### src/rtl/sd_pkg.sv
// sd_pkg: shared SD-card SPI constants, bus arbiter state encoding and parameter defaults.
package sd_pkg;
    typedef enum logic [2:0] {INIT, READY, GNT_RD, GNT_WR, GAP} arb_state_t;
    localparam int unsigned GAP_CLKS_DEF     = 8;
    localparam int unsigned TIMEOUT_CLKS_DEF = 4096;
    localparam logic SRV_RD = 1'b0;
    localparam logic SRV_WR = 1'b1;
    localparam logic [5:0] CMD0   = 6'd0;
    localparam logic [5:0] CMD8   = 6'd8;
    localparam logic [5:0] CMD17  = 6'd17;
    localparam logic [5:0] CMD24  = 6'd24;
    localparam logic [5:0] CMD55  = 6'd55;
    localparam logic [5:0] CMD58  = 6'd58;
    localparam logic [5:0] ACMD41 = 6'd41;
endpackage

### src/rtl/sd_rr_pick.sv
// sd_rr_pick: two-way round-robin choice between read and write requests.
module sd_rr_pick
    import sd_pkg::*;
(
    input  logic rd_req,
    input  logic wr_req,
    input  logic last_served,
    output logic pick_rd,
    output logic pick_wr
);
    assign pick_rd = rd_req && (!wr_req || last_served == SRV_WR);
    assign pick_wr = wr_req && (!rd_req || last_served == SRV_RD);
endmodule

### src/rtl/sd_bus_arbiter.sv
// sd_bus_arbiter: shares the SD SPI lines between init, read and write engines (negedge SD_CK).
// Define SD_ARB_TIMEOUT_EN to add a grant watchdog that revokes grants after TIMEOUT_CLKS.
module sd_bus_arbiter
    import sd_pkg::*;
#(
    parameter int unsigned GAP_CLKS     = GAP_CLKS_DEF,
    parameter int unsigned TIMEOUT_CLKS = TIMEOUT_CLKS_DEF
) (
    input  logic SD_CK,
    input  logic rst_n,
    input  logic init_ok,
    input  logic init_MOSI,
    input  logic init_CSn,
    input  logic rd_req,
    input  logic rd_done,
    input  logic rd_MOSI,
    input  logic rd_CSn,
    input  logic wr_req,
    input  logic wr_done,
    input  logic wr_MOSI,
    input  logic wr_CSn,
    output logic rd_gnt,
    output logic wr_gnt,
    output logic SD_MOSI,
    output logic SD_CSn,
    output logic busy,
    output logic timeout_err
);
    localparam int GW = $clog2(GAP_CLKS + 1);
    arb_state_t state;
    logic last_served, pick_rd, pick_wr, done, expire;
    logic [GW-1:0] gap_cnt;

    sd_rr_pick u_pick (
        .rd_req     (rd_req),
        .wr_req     (wr_req),
        .last_served(last_served),
        .pick_rd    (pick_rd),
        .pick_wr    (pick_wr)
    );

    assign busy    = state != READY;
    assign done    = (state == GNT_RD && rd_done) || (state == GNT_WR && wr_done);
    assign SD_MOSI = state == INIT ? init_MOSI : state == GNT_RD ? rd_MOSI : state == GNT_WR ? wr_MOSI : 1'b1;
    assign SD_CSn  = state == INIT ? init_CSn  : state == GNT_RD ? rd_CSn  : state == GNT_WR ? wr_CSn  : 1'b1;

`ifdef SD_ARB_TIMEOUT_EN
    localparam int TW = $clog2(TIMEOUT_CLKS);
    logic [TW-1:0] gnt_cnt;
    // Counter sits at zero outside a grant, so each grant starts a fresh budget.
    assign expire = (rd_gnt || wr_gnt) && init_ok && !done && gnt_cnt == TW'(TIMEOUT_CLKS - 1);
    always_ff @(negedge SD_CK or negedge rst_n) begin
        if (!rst_n) begin
            gnt_cnt     <= '0;
            timeout_err <= 1'b0;
        end else begin
            gnt_cnt     <= (rd_gnt || wr_gnt) && init_ok && !done && !expire ? gnt_cnt + 1'b1 : '0;
            timeout_err <= expire;
        end
    end
`else
    assign expire      = 1'b0;
    assign timeout_err = 1'b0;
`endif

    always_ff @(negedge SD_CK or negedge rst_n) begin
        if (!rst_n) begin
            state       <= INIT;
            rd_gnt      <= 1'b0;
            wr_gnt      <= 1'b0;
            last_served <= SRV_WR;
            gap_cnt     <= '0;
        end else if (state != INIT && !init_ok) begin
            state   <= INIT;
            rd_gnt  <= 1'b0;
            wr_gnt  <= 1'b0;
            gap_cnt <= '0;
        end else begin
            case (state)
                INIT: if (init_ok) state <= READY;
                READY: begin
                    rd_gnt <= pick_rd;
                    wr_gnt <= pick_wr;
                    state  <= pick_rd ? GNT_RD : pick_wr ? GNT_WR : READY;
                end
                GNT_RD, GNT_WR: if (done || expire) begin
                    rd_gnt      <= 1'b0;
                    wr_gnt      <= 1'b0;
                    last_served <= state == GNT_WR ? SRV_WR : SRV_RD;
                    gap_cnt     <= GW'(GAP_CLKS - 1);
                    state       <= GAP;
                end
                GAP: begin
                    gap_cnt <= gap_cnt == '0 ? '0 : gap_cnt - 1'b1;
                    if (gap_cnt == '0) state <= READY;
                end
                default: state <= INIT;
            endcase
        end
    end
endmodule

### config.mk
export PLATFORM = sky130hd
export DESIGN_NAME = sd_bus_arbiter
export DESIGN_NICKNAME = d
export VERILOG_FILES = /design/src/rtl/sd_pkg.sv /design/src/rtl/sd_rr_pick.sv /design/src/rtl/sd_bus_arbiter.sv
export SDC_FILE = /design/constraint.sdc
export NUM_CORES = 1
export LEC_CHECK = 0
export ABC_CLOCK_PERIOD_IN_PS = 2250
export CORE_MARGIN = 2
export CORE_UTILIZATION = 35
export DETAILED_ROUTE_END_ITERATION = 10
export SLEW_MARGIN = 20
export SYNTH_ARGS = -nofsm -noshare
export SYNTH_HDL_FRONTEND = slang
export SYNTH_HIERARCHICAL = 1
export SYNTH_SLANG_ARGS = --single-unit
### constraint.sdc
create_clock -name SD_CK -period 2.25 [get_ports SD_CK]
set_input_delay 0.225 -clock SD_CK [delete_from_list [all_inputs] [get_ports SD_CK]]
set_output_delay 0.225 -clock SD_CK [all_outputs]
set_load 0.02 [all_outputs]
# After elaboration in Yosys (flattened, before gate mapping)
# Index checks and enable logic that the tools add are counted.
# word_totals
input_bits	13
out_inout_bits	6
word_cells	60
ff_bits	10
# op_classes
add_sub_neg	1
eq_ne	8
bitwise	2
muxes	23
reduce_logical	21
# ops
op	count
3-bit two-way mux	4
4-bit two-way mux	3
3-bit case mux with 4 select lines	1
1-bit two-way mux	10
3-bit nonzero test	3
4-bit case mux with 2 select lines	1
3-bit by 2-bit equality test with 1-bit output (second input constant)	2
3-bit != test (second input constant)	2
3-bit AND reduction	2
1-bit logical AND	5
4-bit logical NOT	1
2-bit two-way mux	2
1-bit case mux with 2 select lines	2
2-bit AND reduction	2
4-bit by 1-bit subtractor with 4-bit output (second input constant)	1
3-bit by 1-bit equality test with 1-bit output (second input constant)	1
3-bit equality test (second input constant)	1
1-bit logical NOT	3
3-bit logical NOT	1
1-bit logical OR	3
3-bit by 1-bit != test with 1-bit output (second input constant)	1
3-bit by 2-bit != test with 1-bit output (second input constant)	1
1-bit NOT	2
2-bit OR reduction	1

# Depth between registers and ports, before layout
# Gate-level depths: netlist (run 1).
# logic_depth
word_depth	7
ltp_mapped	6

# By module
# The synthesis (run 1) kept the hierarchy.
# modules_own_cells
mod	cells_each	seq_area_each_um2	area_each_um2	instances
sd_bus_arbiter	83	251.5	739.5	1
sd_rr_pick	3	0.0	18.8	1

==> flow_summary.yaml, run 1 <==
die:
  core.rowCount: 16
  floorplan.core_area_um2: 2000
  design.die.area_um2: 2550
  die_x_um: 50.5
  floorplan.io_pins: 19
  initial_core_util_pct: 37.9
  die_y_um: 50.5
power:
  clock_network_fraction_of_total_power_pct: 11.5
  peakVddDrop_uv: 687
  cellLeakagePower_uw: 0.000514
  combinationalPowerShare_pct: 60.7
  power-per-cell-area_nw_per_um2: 1130
  total_power_uw: 1240
  power.internal_uw: 723
  total_switching_power_uw: 519
  sw_frac_of_total_pct: 41.8
  power.sequential.fraction_pct: 27.7
critical_path:
  cp_slowest_stage_delay_ps: 470
  critPathBufInv: 2
  kind_of_critical_path: "register to output port"
  critical_path.endpoint_type: "output port"
  critical_path.max_fanout: 3
  crit_slowest_cell: "sky130_fd_sc_hd__dfrtn_1"
  crit_required_ps: 2030
  arrival_ps: 2600
  critical-path-top-cell-by-count: "sky130_fd_sc_hd__buf_6"
  crit_path_cells: "buf_6 > mux2i_1 > a21oi_1 > or2_4 > buf_6"
  worstSetupStartpointType: "register"
  critPathTopFamily: "flip-flops"
routing:
  drtPass1Iterations: 5
  routed_wire_length_per_instance_um: 12.9
  drtIter0Drc: 13
  drc: 0
  num_vias: 744
  detail_route.vias_per_cell: 4.99
  ant_nets: 0
  routed_wirelength_mm: 1.93
job:
  drv.max_cap_violation_count: 0
logic_synthesis:
  portion_of_the_post_synthesis_area_used_by_sequential_elements_pct: 33.2
  mapped_cell_area_um2: 758
  post_synth_most_frequent_cells: "sky130_fd_sc_hd__dfrtn_1, sky130_fd_sc_hd__a21oi_1, sky130_fd_sc_hd__inv_1, sky130_fd_sc_hd__o21ai_0"
  synth.net_count: 99
  synth_area_per_cell_um2: 8.82
  yosysMostFrequentCell: "sky130_fd_sc_hd__dfrtn_1"
  ys_dominant_reg_cell: "sky130_fd_sc_hd__dfrtn_1"
  synthesis.instances: 86
  ys_async_sr_fraction_pct: 100
  synth_cell_types: 39
  synth_edf_count: 0
  synth.yosys.warnings: 6
  synth_top_area_share_pct: 29.7
  ys_ff_latch: 10
  netlist.top_cell.by_area: "sky130_fd_sc_hd__dfrtn_1"
  yosys-top-cells-area: "sky130_fd_sc_hd__dfrtn_1, sky130_fd_sc_hd__mux2i_1, sky130_fd_sc_hd__a21oi_1, sky130_fd_sc_hd__o21ai_0, sky130_fd_sc_hd__dfstp_2"
grt:
  grt_use_total_pct: 17.5
  antenna_found_initial: 0
  first_global_vias: 744
  grt_first_pass_wirelength_mm: 3.32
  largest_net_degree_at_the_start_of_global_routing: 15
  grt.overflow.total: 0
sta:
  finalHoldViolCount: 0
  setup_slack_ps: -570
  clock-skew-final_ps: 48.7
  timing_max_transition_violations_final: 0
  setup_viol_count_final: 3
  post_route_hold_slack_ps: 487
  setup_total_negative_slack_ps: -1550
  unrepaired_setup_endpoints_after_global_routing: "yes"
place:
  gp_congestion: 0.765
  io_buffers: 17
  dp_hpwl_mm: 1.34
final_layout:
  layout.filler_cells: 193
  diodes: 0
  utilization_pct: 55.1
  drive_gt1_share_pct: 36.1
  areaGrowthSynthToFinish_pct: 45.5
  fin_nets: 136
clock_network:
  tritoncts: "built"
  clkTransAtPathRegs_ps: 50
  cts-hold-fix-buffers: 0
  clkLatencyLatePin_ps: 330
  clockBufferDepth: 2
  cts-root-buf: "sky130_fd_sc_hd__clkbuf_4"
  cts.sinks: 10
  cts-buffers-inserted: 3
  clock_tree.htree_level_count: 1
run_status:
  run_status: "finished, violations left"
  failed_checks: "negative setup slack"
worst_hold_path:
  min-delay-path-class: "register to register"
[cell usage in the layout (no fill, tap or decap), drive strengths merged, types with 4 or more instances in the layout]
cell type	count
a21oi	7
buf	26
clkdlybuf4s50	7
dfrtn	9
inv	6
mux2i	5
nand2	5
nor2	5
nor3	4
o21ai	8
[registers in the layout (all words and copies together) (netlist names)]
name         count
gap_cnt          4
state            3
last_served      1
rd_gnt           1
wr_gnt           1
[power groups by stage]
stage | Combinational, µW | Clock, µW | Sequential, µW
3_3_place_gp | 657 | 5.56 | 352
3_5_place_dp | 666 | 5.56 | 356
5_1_grt | 833 | 160 | 355
2_1_floorplan | 488 | 5.56 | 337
6_report | 754 | 143 | 345
4_1_cts | 751 | 149 | 342
[through the flow]
stage / worst slack (ps) / instances / cell area [µm²]
6_report: -570 / 149 / 1100
5_1_grt: -644 / 149 / 1100
2_1_floorplan: -218 / 86 / 769
4_1_cts: -571 / 148 / 1090
3_5_place_dp: -652 / 137 / 1020
3_3_place_gp: -657 / 137 / 1020
[routing by layer]
| metal | routed length (µm) | track usage, % | share of wire [%] |
|---|---|---|---|
| met1 | 836 | 20.1 | 43 |
| met4 | 23 | 5.41 | 1.2 |
| met5 | 0 | 0 | 0 |
| met3 | 70 | 5.36 | 3.6 |
| met2 | 997 | 30.9 | 52 |
[final timing paths]
| path | start | to | slack [ps] | cells past startpoint |
|---|---|---|---|---|
| setup reg to reg | state[1] | state[0] | 480 | 5 |
| setup / recovery | state[0] | SD_CSn | -570 | 5 |
| min in group asynchronous | rst_n | gap_cnt[2] | 1210 | 1 |
| hold reg to reg | wr_gnt | wr_gnt | 490 | 2 |
| hold / removal | wr_gnt | wr_gnt | 490 | 2 |
| max in group asynchronous | rst_n | state[1] | 650 | 2 |
[cell type report]
type	instances	area (µm²)	share of cell area, %
Clock inverter	2	7.51	0.680
Timing Repair Buffer	38	317	28.7
Clock buffer	3	22.5	2.04
Tap cell	27	33.8	3.06
Multi-Input combinational cell	64	453	41.0
Inverter	5	18.8	1.70
Sequential cell	10	251	22.8
[worst reg2reg max path: stages (launching register included)]
cell	delay (ps)
sky130_fd_sc_hd__dfrtn_1	390
sky130_fd_sc_hd__buf_4	170
sky130_fd_sc_hd__buf_4	140
sky130_fd_sc_hd__or4_4	510
sky130_fd_sc_hd__o211ai_2	90
sky130_fd_sc_hd__mux2_4	310
[logic make-up (layout without fill, tap and decap cells)]
family | count (synthesis) | after routing | synth area share (%)
mux | 6 | 6 | 8.09
compound gates | 28 | 28 | 26.2
other cells | 1 | 1 | 0.495
simple gates | 29 | 29 | 22.8
buf+inv | 12 | 48 | 9.24
flops | 10 | 10 | 33.2
[timing repair]
item,CTS,global route
setup buffers,7,1
pin swaps,7,3
setup endpoints to repair,13,7
resized for setup,35,2
(Power assumes the default switching activity.)
==> run 2, diff against run 1 <==
SLEW_MARGIN = 15   (was 20)
==> results of run 2 <==
Same layout as run 1: the final DEF is identical, and so are final timing and power.
==> run 3, diff against run 2 <==
ABC_CLOCK_PERIOD_IN_PS = 2700   (was 2250)
RECOVER_POWER = 100   (was default)
clock period = 2.7 ns   (was 2.25 ns; I/O delays follow)
==> flow_summary.yaml, run 3 (synthesis gave the netlist of run 1 again) <==
power:
  power-per-cell-area_nw_per_um2: 940
  cellLeakagePower_uw: 0.000493
  peakVddDrop_uv: 512
sta:
  timing_max_transition_violations_final: 0
  setup_total_negative_slack_ps: -1870
  clock-skew-final_ps: 48.1
  relSlewSlack_pct: 55.9
  setup_viol_count_final: 11
  setup_slack_ps: -332
  unrepaired_setup_endpoints_after_global_routing: "yes"
  finalHoldViolCount: 0
  worstMarginPinSlew_ps: 662
critical_path:
  crit_path_cells: "buf_4 > nor3_2 > a21oi_1 > or2_4 > buf_6"
  critical_path.endpoint_type: "output port"
  arrival_ps: 2760
  ff_to_ff_path_depth: 6
  crit_required_ps: 2430
  cp_slowest_stage_delay_ps: 390
  worstSetupStartpointType: "register"
  critical_path.max_fanout: 4
  kind_of_critical_path: "register to output port"
  crit_slowest_cell: "sky130_fd_sc_hd__dfrtn_1"
die:
  design.die.area_um2: 2550
  floorplan.core_area_um2: 2000
  core.rowCount: 16
  initial_core_util_pct: 37.9
  die_x_um: 50.5
  floorplan.io_pins: 19
  die_y_um: 50.5
routing:
  drtIter0Drc: 13
  routed_wirelength_mm: 1.85
  detail_route.vias_per_cell: 5.06
  num_vias: 724
  routed_wire_length_per_instance_um: 12.9
  ant_nets: 0
  drtPass1Iterations: 4
  drc: 0
clock_network:
  clkLatencyLatePin_ps: 320
  cts-buffers-inserted: 3
  clkTransAtPathRegs_ps: 50
  cts.sinks: 10
  tritoncts: "built"
  clockBufferDepth: 2
  cts-root-buf: "sky130_fd_sc_hd__clkbuf_4"
  clock_tree.htree_level_count: 1
final_layout:
  drive_gt1_share_pct: 29.3
  largestRegisters: "gap_cnt x4, state x3"
  diodes: 0
  design_area_um2: 1070
  areaGrowthSynthToFinish_pct: 41.4
  fin_nets: 130
  largest_register: "gap_cnt"
  most_common_cell_after_layout_fill_and_taps_aside: "sky130_fd_sc_hd__buf_4"
  largest_reg_flops: 4
  mostFrequentLayoutCells: "sky130_fd_sc_hd__buf_4, sky130_fd_sc_hd__dfrtn_1, sky130_fd_sc_hd__a21oi_1, sky130_fd_sc_hd__clkdlybuf4s50_1"
worst_hold_path:
  min-delay-path-class: "register to register"
  min_path_cells: 2
job:
  drv.max_cap_violation_count: 0
grt:
  grt_use_total_pct: 16.1
  antenna_found_initial: 0
  largest_net_degree_at_the_start_of_global_routing: 15
  grt_first_pass_wirelength_mm: 3.16
  first_global_vias: 734
  grt.overflow.total: 0
run_status:
  failed_checks: "negative setup slack"
  run_status: "finished, violations left"
place:
  dp_hpwl_mm: 1.29
  io_buffers: 17
  dpl_cell_area_um2: 1000
  gp_congestion: 0.768
-- run 3: per-layer routing --
layer  track usage, %  routed length [µm]  vias up
met1             18.0                 782      341
met2             29.8                 984       14
met3             4.46                  75        2
li1                 -                   -      367
met5                0                   0        -
met4             4.05                   4        0
-- run 3: report_power, final --
part / leakage [µW] / switching (µW) / total [µW] / internal [µW]
sequential: 0.000124 / 71.1 / 285 / 214
clock: 0.0000207 / 59.6 / 115 / 55.5
combinational: 0.000348 / 297 / 607 / 310
total: 0.000493 / 428 / 1010 / 580
-- run 3: repair_timing --
action / CTS / global route
cloned: 0 / 0
hold buffers: 0 / 0
endpoints found under the setup margin: 8 / 4
buffers inserted: 3 / 1
pin swaps: 5 / 0
endpoints found under the hold margin: 0 / 0
gates resized for setup: 25 / 3
-- run 3: layout make-up --
class	instances	area, µm²
flip-flops and latches	10	251
inverters	5	18.8
multi-input cells	64	462
repair buffers	32	277
clock buffers	3	22.5
fillers	202	930
well taps	27	33.8
clock inverters	2	7.51
-- run 3: stage by stage --
stage,setup WS [ps],utilization [%],hold slack (ps),std cells,total power (µW)
3_5_place_dp,-480,50.1,492,135,856
6_report,-332,53.6,488,143,1010
3_3_place_gp,-472,50.1,494,135,849
5_1_grt,-418,53.6,551,143,1090
4_1_cts,-343,52.8,499,142,1010
2_1_floorplan,-37.5,-,514,86,693
-- run 3: path summary, 6_finish.rpt --
kind                           from          end  slack, ps
max                        state[0]       SD_CSn       -330
min                          rd_gnt       rd_gnt        490
max reg2reg                state[0]     state[0]        860
min reg2reg                  rd_gnt       rd_gnt        490
max in group asynchronous     rst_n  last_served        530
min in group asynchronous     rst_n   gap_cnt[0]       1720
-- run 3: critical path, delay by kind of cell, from the launching register on --
| family | cells | cell delay [ps] |
|---|---|---|
| AND/OR/NAND/NOR | 2 | 380 |
| AO/OA/AOI/OAI | 1 | 60 |
| flip-flops | 1 | 390 |
| buffers and inverters | 2 | 300 |
==> RTL change 1: new RTL, settings of run 1 <==
Add a define of `SD_ARB_TIMEOUT_EN`.
--- a/src/rtl/sd_bus_arbiter.sv
+++ b/src/rtl/sd_bus_arbiter.sv
@@ -1,5 +1,7 @@
 // sd_bus_arbiter: shares the SD SPI lines between init, read and write engines (negedge SD_CK).
 // Define SD_ARB_TIMEOUT_EN to add a grant watchdog that revokes grants after TIMEOUT_CLKS.
+`define SD_ARB_TIMEOUT_EN
+
 module sd_bus_arbiter
     import sd_pkg::*;
 #(
Behaviour: no difference found for any inputs over 10 cycles, from zero or initial values and one cycle with rst_n low; that may be too few to reach the edited logic, so the function may still have changed.
==> RTL change 1 against run 1 <==
The run still ends with negative setup slack left. Synthesized area up 76%. Critical path depth up 1. Power down 12%. Largest cell class unchanged. Final area up 62%. Sequential cell count up 13. Largest power group is now sequential cells. Global-route usage down 2.9 points. Wire length up 45%. Sequential share of layout area up 9.4 points. Clock skew about the same. Register-to-register slack worse by 0.11 ns. Critical path type unchanged. Worst setup slack better by 0.092 ns.
==> RTL change 1: results (changes against run 1) <==
* Largest cells by area after synthesis: dfrtn_1 (41%), nor2_1 (5.6%), xnor2_1 (5.2%) (was dfrtn_1 (30%), mux2i_1 (6.6%), a21oi_1 (4.6%))
* Library cells used by synthesis at 45 (was 39)
* Post-CTS Setup Repair Bufs at 9 (was 7)
* Met3 Resource Use GR at 2.57% (was 5.36%)
* Final setup vio count at 3 (unchanged)
* Clock Skew at 0.0488 ns (was 0.0487 ns)
* Fillers at 333 (was 193)
* First-pass GRT wire length at 4900 µm (was 3320 µm)
* CTS resizes at 42 (was 35)
* Capture point of the worst path: SD_MOSI (was SD_CSn)
* GRT met1 Usage at 16.7% (was 20.1%)
* Worst Hold End: gnt_cnt[0] (was wr_gnt)
* Syn nets at 157 (was 99)
* Status: finished with violations (unchanged)
* Failing checks: negative setup slack (unchanged)
* Synth cell count leaders: dfrtn_1 (22), nor2_1 (20), nand2_1 (13), o21ai_0 (9) (was dfrtn_1 (9), a21oi_1 (7), inv_1 (6), o21ai_0 (6))
* R2r worst-path depth at 6 (was 5)
* Vias at 1159 (was 744)
* Register-to-register path setup slack at 0.37 ns (was 0.48 ns)
* DR iter-0 viols at 106 (was 13)
* Setup TNS at -1.34 ns (was -1.55 ns)
* Nets at 201 (was 136)
* Max FO, Critical Path at 4 (was 3)
* CP arrival at 2.50 ns (was 2.60 ns)
* Layout cells sized above 1 at 28.5% (was 36.1%)
* PortBufs at 18 (was 17)
* Final WS setup at -0.478 ns (was -0.570 ns)
* DP Worst Slack at -0.756 ns (was -0.652 ns)
[RTL change 1: changes by cell type in the layout (fill, tap and decap cells not counted), sizes merged, moves of 4 or more]
cell	delta
buf	+10
nor2	+15
xnor2	+8
dfrtn	+13
nand2	+9
a21oi	-4
[RTL change 1: kinds of logic after synthesis]
kind of cell,share of synthesized area [%]
adder cells (fa/ha/maj),0.937
flip-flops,43.2
XOR/XNOR,6.56
AND/OR/NAND/NOR,25.2
AO/OA/AOI/OAI,15.7
buffers and inverters,5.34
multiplexers,3.09
[RTL change 1: through the flow]
| stage | util, % | instance area, µm² | instances |
|---|---|---|---|
| 6_report | 48.9 | 1790 | 234 |
| 2_1_floorplan | - | 1350 | 143 |
| 3_5_place_dp | 45.6 | 1670 | 220 |
| 3_3_place_gp | 45.6 | 1670 | 220 |
| 4_1_cts | 48.1 | 1760 | 233 |
| 5_1_grt | 48.9 | 1790 | 234 |
[RTL change 1: final cells by class]
class                      count  area [µm²]  share of cell area (%)
clock inverter                 2        7.51                   0.420
clock buffer                   3        41.3                    2.31
timing repair buffer          45         358                    20.0
inverter                       7        26.3                    1.47
tap                           48        60.1                    3.36
multi-input combinational    106         719                    40.2
sequential                    23         577                    32.2
[RTL change 1: power groups by stage]
stage                     logic, mW  registers, mW  clock network [mW]
after detailed placement      0.329          0.500             0.00556
after CTS                     0.351          0.491               0.263
final                         0.356          0.492               0.247
after floorplan               0.182          0.507             0.00556
after global routing          0.396          0.498               0.277
after global placement        0.328          0.498             0.00556
[RTL change 1: per-layer routing]
metal  vias to the layer above  share of wire (%)
li1                        584                  -
met1                       548                 43
met2                        23                 52
met3                         4                3.9
met4                         0                1.2
met5                         -                  0
==> RTL change 2: new RTL, settings of run 1 <==
Without the edit above. The 5 states of `arb_state_t` get a Gray code encoding in 3 bits.
--- a/src/rtl/sd_pkg.sv
+++ b/src/rtl/sd_pkg.sv
@@ -1,6 +1,6 @@
 // sd_pkg: shared SD-card SPI constants, bus arbiter state encoding and parameter defaults.
 package sd_pkg;
-    typedef enum logic [2:0] {INIT, READY, GNT_RD, GNT_WR, GAP} arb_state_t;
+    typedef enum logic [2:0] {INIT = 3'b000, READY = 3'b001, GNT_RD = 3'b011, GNT_WR = 3'b010, GAP = 3'b110} arb_state_t;
     localparam int unsigned GAP_CLKS_DEF     = 8;
     localparam int unsigned TIMEOUT_CLKS_DEF = 4096;
     localparam logic SRV_RD = 1'b0;
Check against the original RTL: no difference found for any inputs over 10 cycles, from zero or initial values and one cycle with rst_n low; not proved beyond that.
==> RTL change 2 against run 1 <==
The run still ends with negative setup slack left. Synthesized area down 6.8%. Global-route usage down 0.40 points. Final area down 8.3%. Critical endpoint is now SD_MOSI. Power down 34%. Wire length down 5.3%. Worst setup slack worse by 0.0052 ns. First-iteration DRC count down 31%. Sequential cell count unchanged.
==> RTL change 2: results (changes against run 1) <==
* Hold depth at 1 (was 2)
* Met3 wire length at 76 µm (was 70 µm)
* Critical path launch point: state[1] (was state[0])
* Drt total wl at 1830 µm (was 1930 µm)
* Vias at 701 (was 744)
* Pwr Density at 808 mW/mm² (was 1130 mW/mm²)
* Leak pwr at 0.486 nW (was 0.514 nW)
* GRT met1 Usage at 20.2% (was 20.1%)
* Post-synthesis mux area share at 4.60% (was 8.09%)
* Register-to-register path setup slack at 0.74 ns (was 0.48 ns)
* RR Endpoint: gap_cnt[2] (was state[0])
* Hold path startpoint: rd_gnt (was wr_gnt)
* Status: finished with violations (unchanged)
* DP Worst Slack at -0.651 ns (was -0.652 ns)
* First-pass GRT wire length at 3090 µm (was 3320 µm)
* Peak VDD IR at 0.452 mV (was 0.687 mV)
* Number of global-route vias before repair at 706 (was 744)
* Seq/Total Area, Yosys at 35.6% (was 33.2%)
* GRT Overall Usage at 17.1% (was 17.5%)
* Clock Skew at 0.0453 ns (was 0.0487 ns)
* M2 GR Usage at 28.3% (was 30.9%)
* Global placer's final weighted congestion at 0.767 (was 0.765)
* Final WS setup at -0.576 ns (was -0.570 ns)
* DR iter-0 viols at 9 (was 13)
* Post-synthesis compound-gate area fraction at 25.3% (was 26.2%)
* Final setup vio count at 3 (unchanged)
* Failing checks: negative setup slack (unchanged)
==> RTL change 2: changes by cell type after synthesis, sizes merged, moves of 2 or more <==
cell,run 1,this run
nor2,5,9
mux2i,5,1
o22ai,1,3
nand3,2,0
nor2b,0,3
o211ai,2,0
a211oi,0,2
==> RTL change 2: worst max-delay path, stage by stage, from the launching register on <==
cell	delay (ns)
dfrtn_1	0.47
mux2_4	0.32
o22ai_2	0.15
nand2b_1	0.10
buf_6	0.14
==> RTL change 2: what timing repair did <==
action | in CTS | in global routing
gates resized for setup | 29 | 6
endpoints found under the setup margin | 11 | 6
pin swaps | 2 | 0
buffers inserted | 1 | 0
==> RTL change 2: final cells by class <==
class / count / share of cell area (%)
Inverter: 4 / 1.48
Clock inverter: 1 / 0.371
Multi-Input combinational cell: 63 / 42.2
Tap cell: 27 / 3.34
Sequential cell: 10 / 24.8
Clock buffer: 4 / 2.60
Timing Repair Buffer: 30 / 25.2
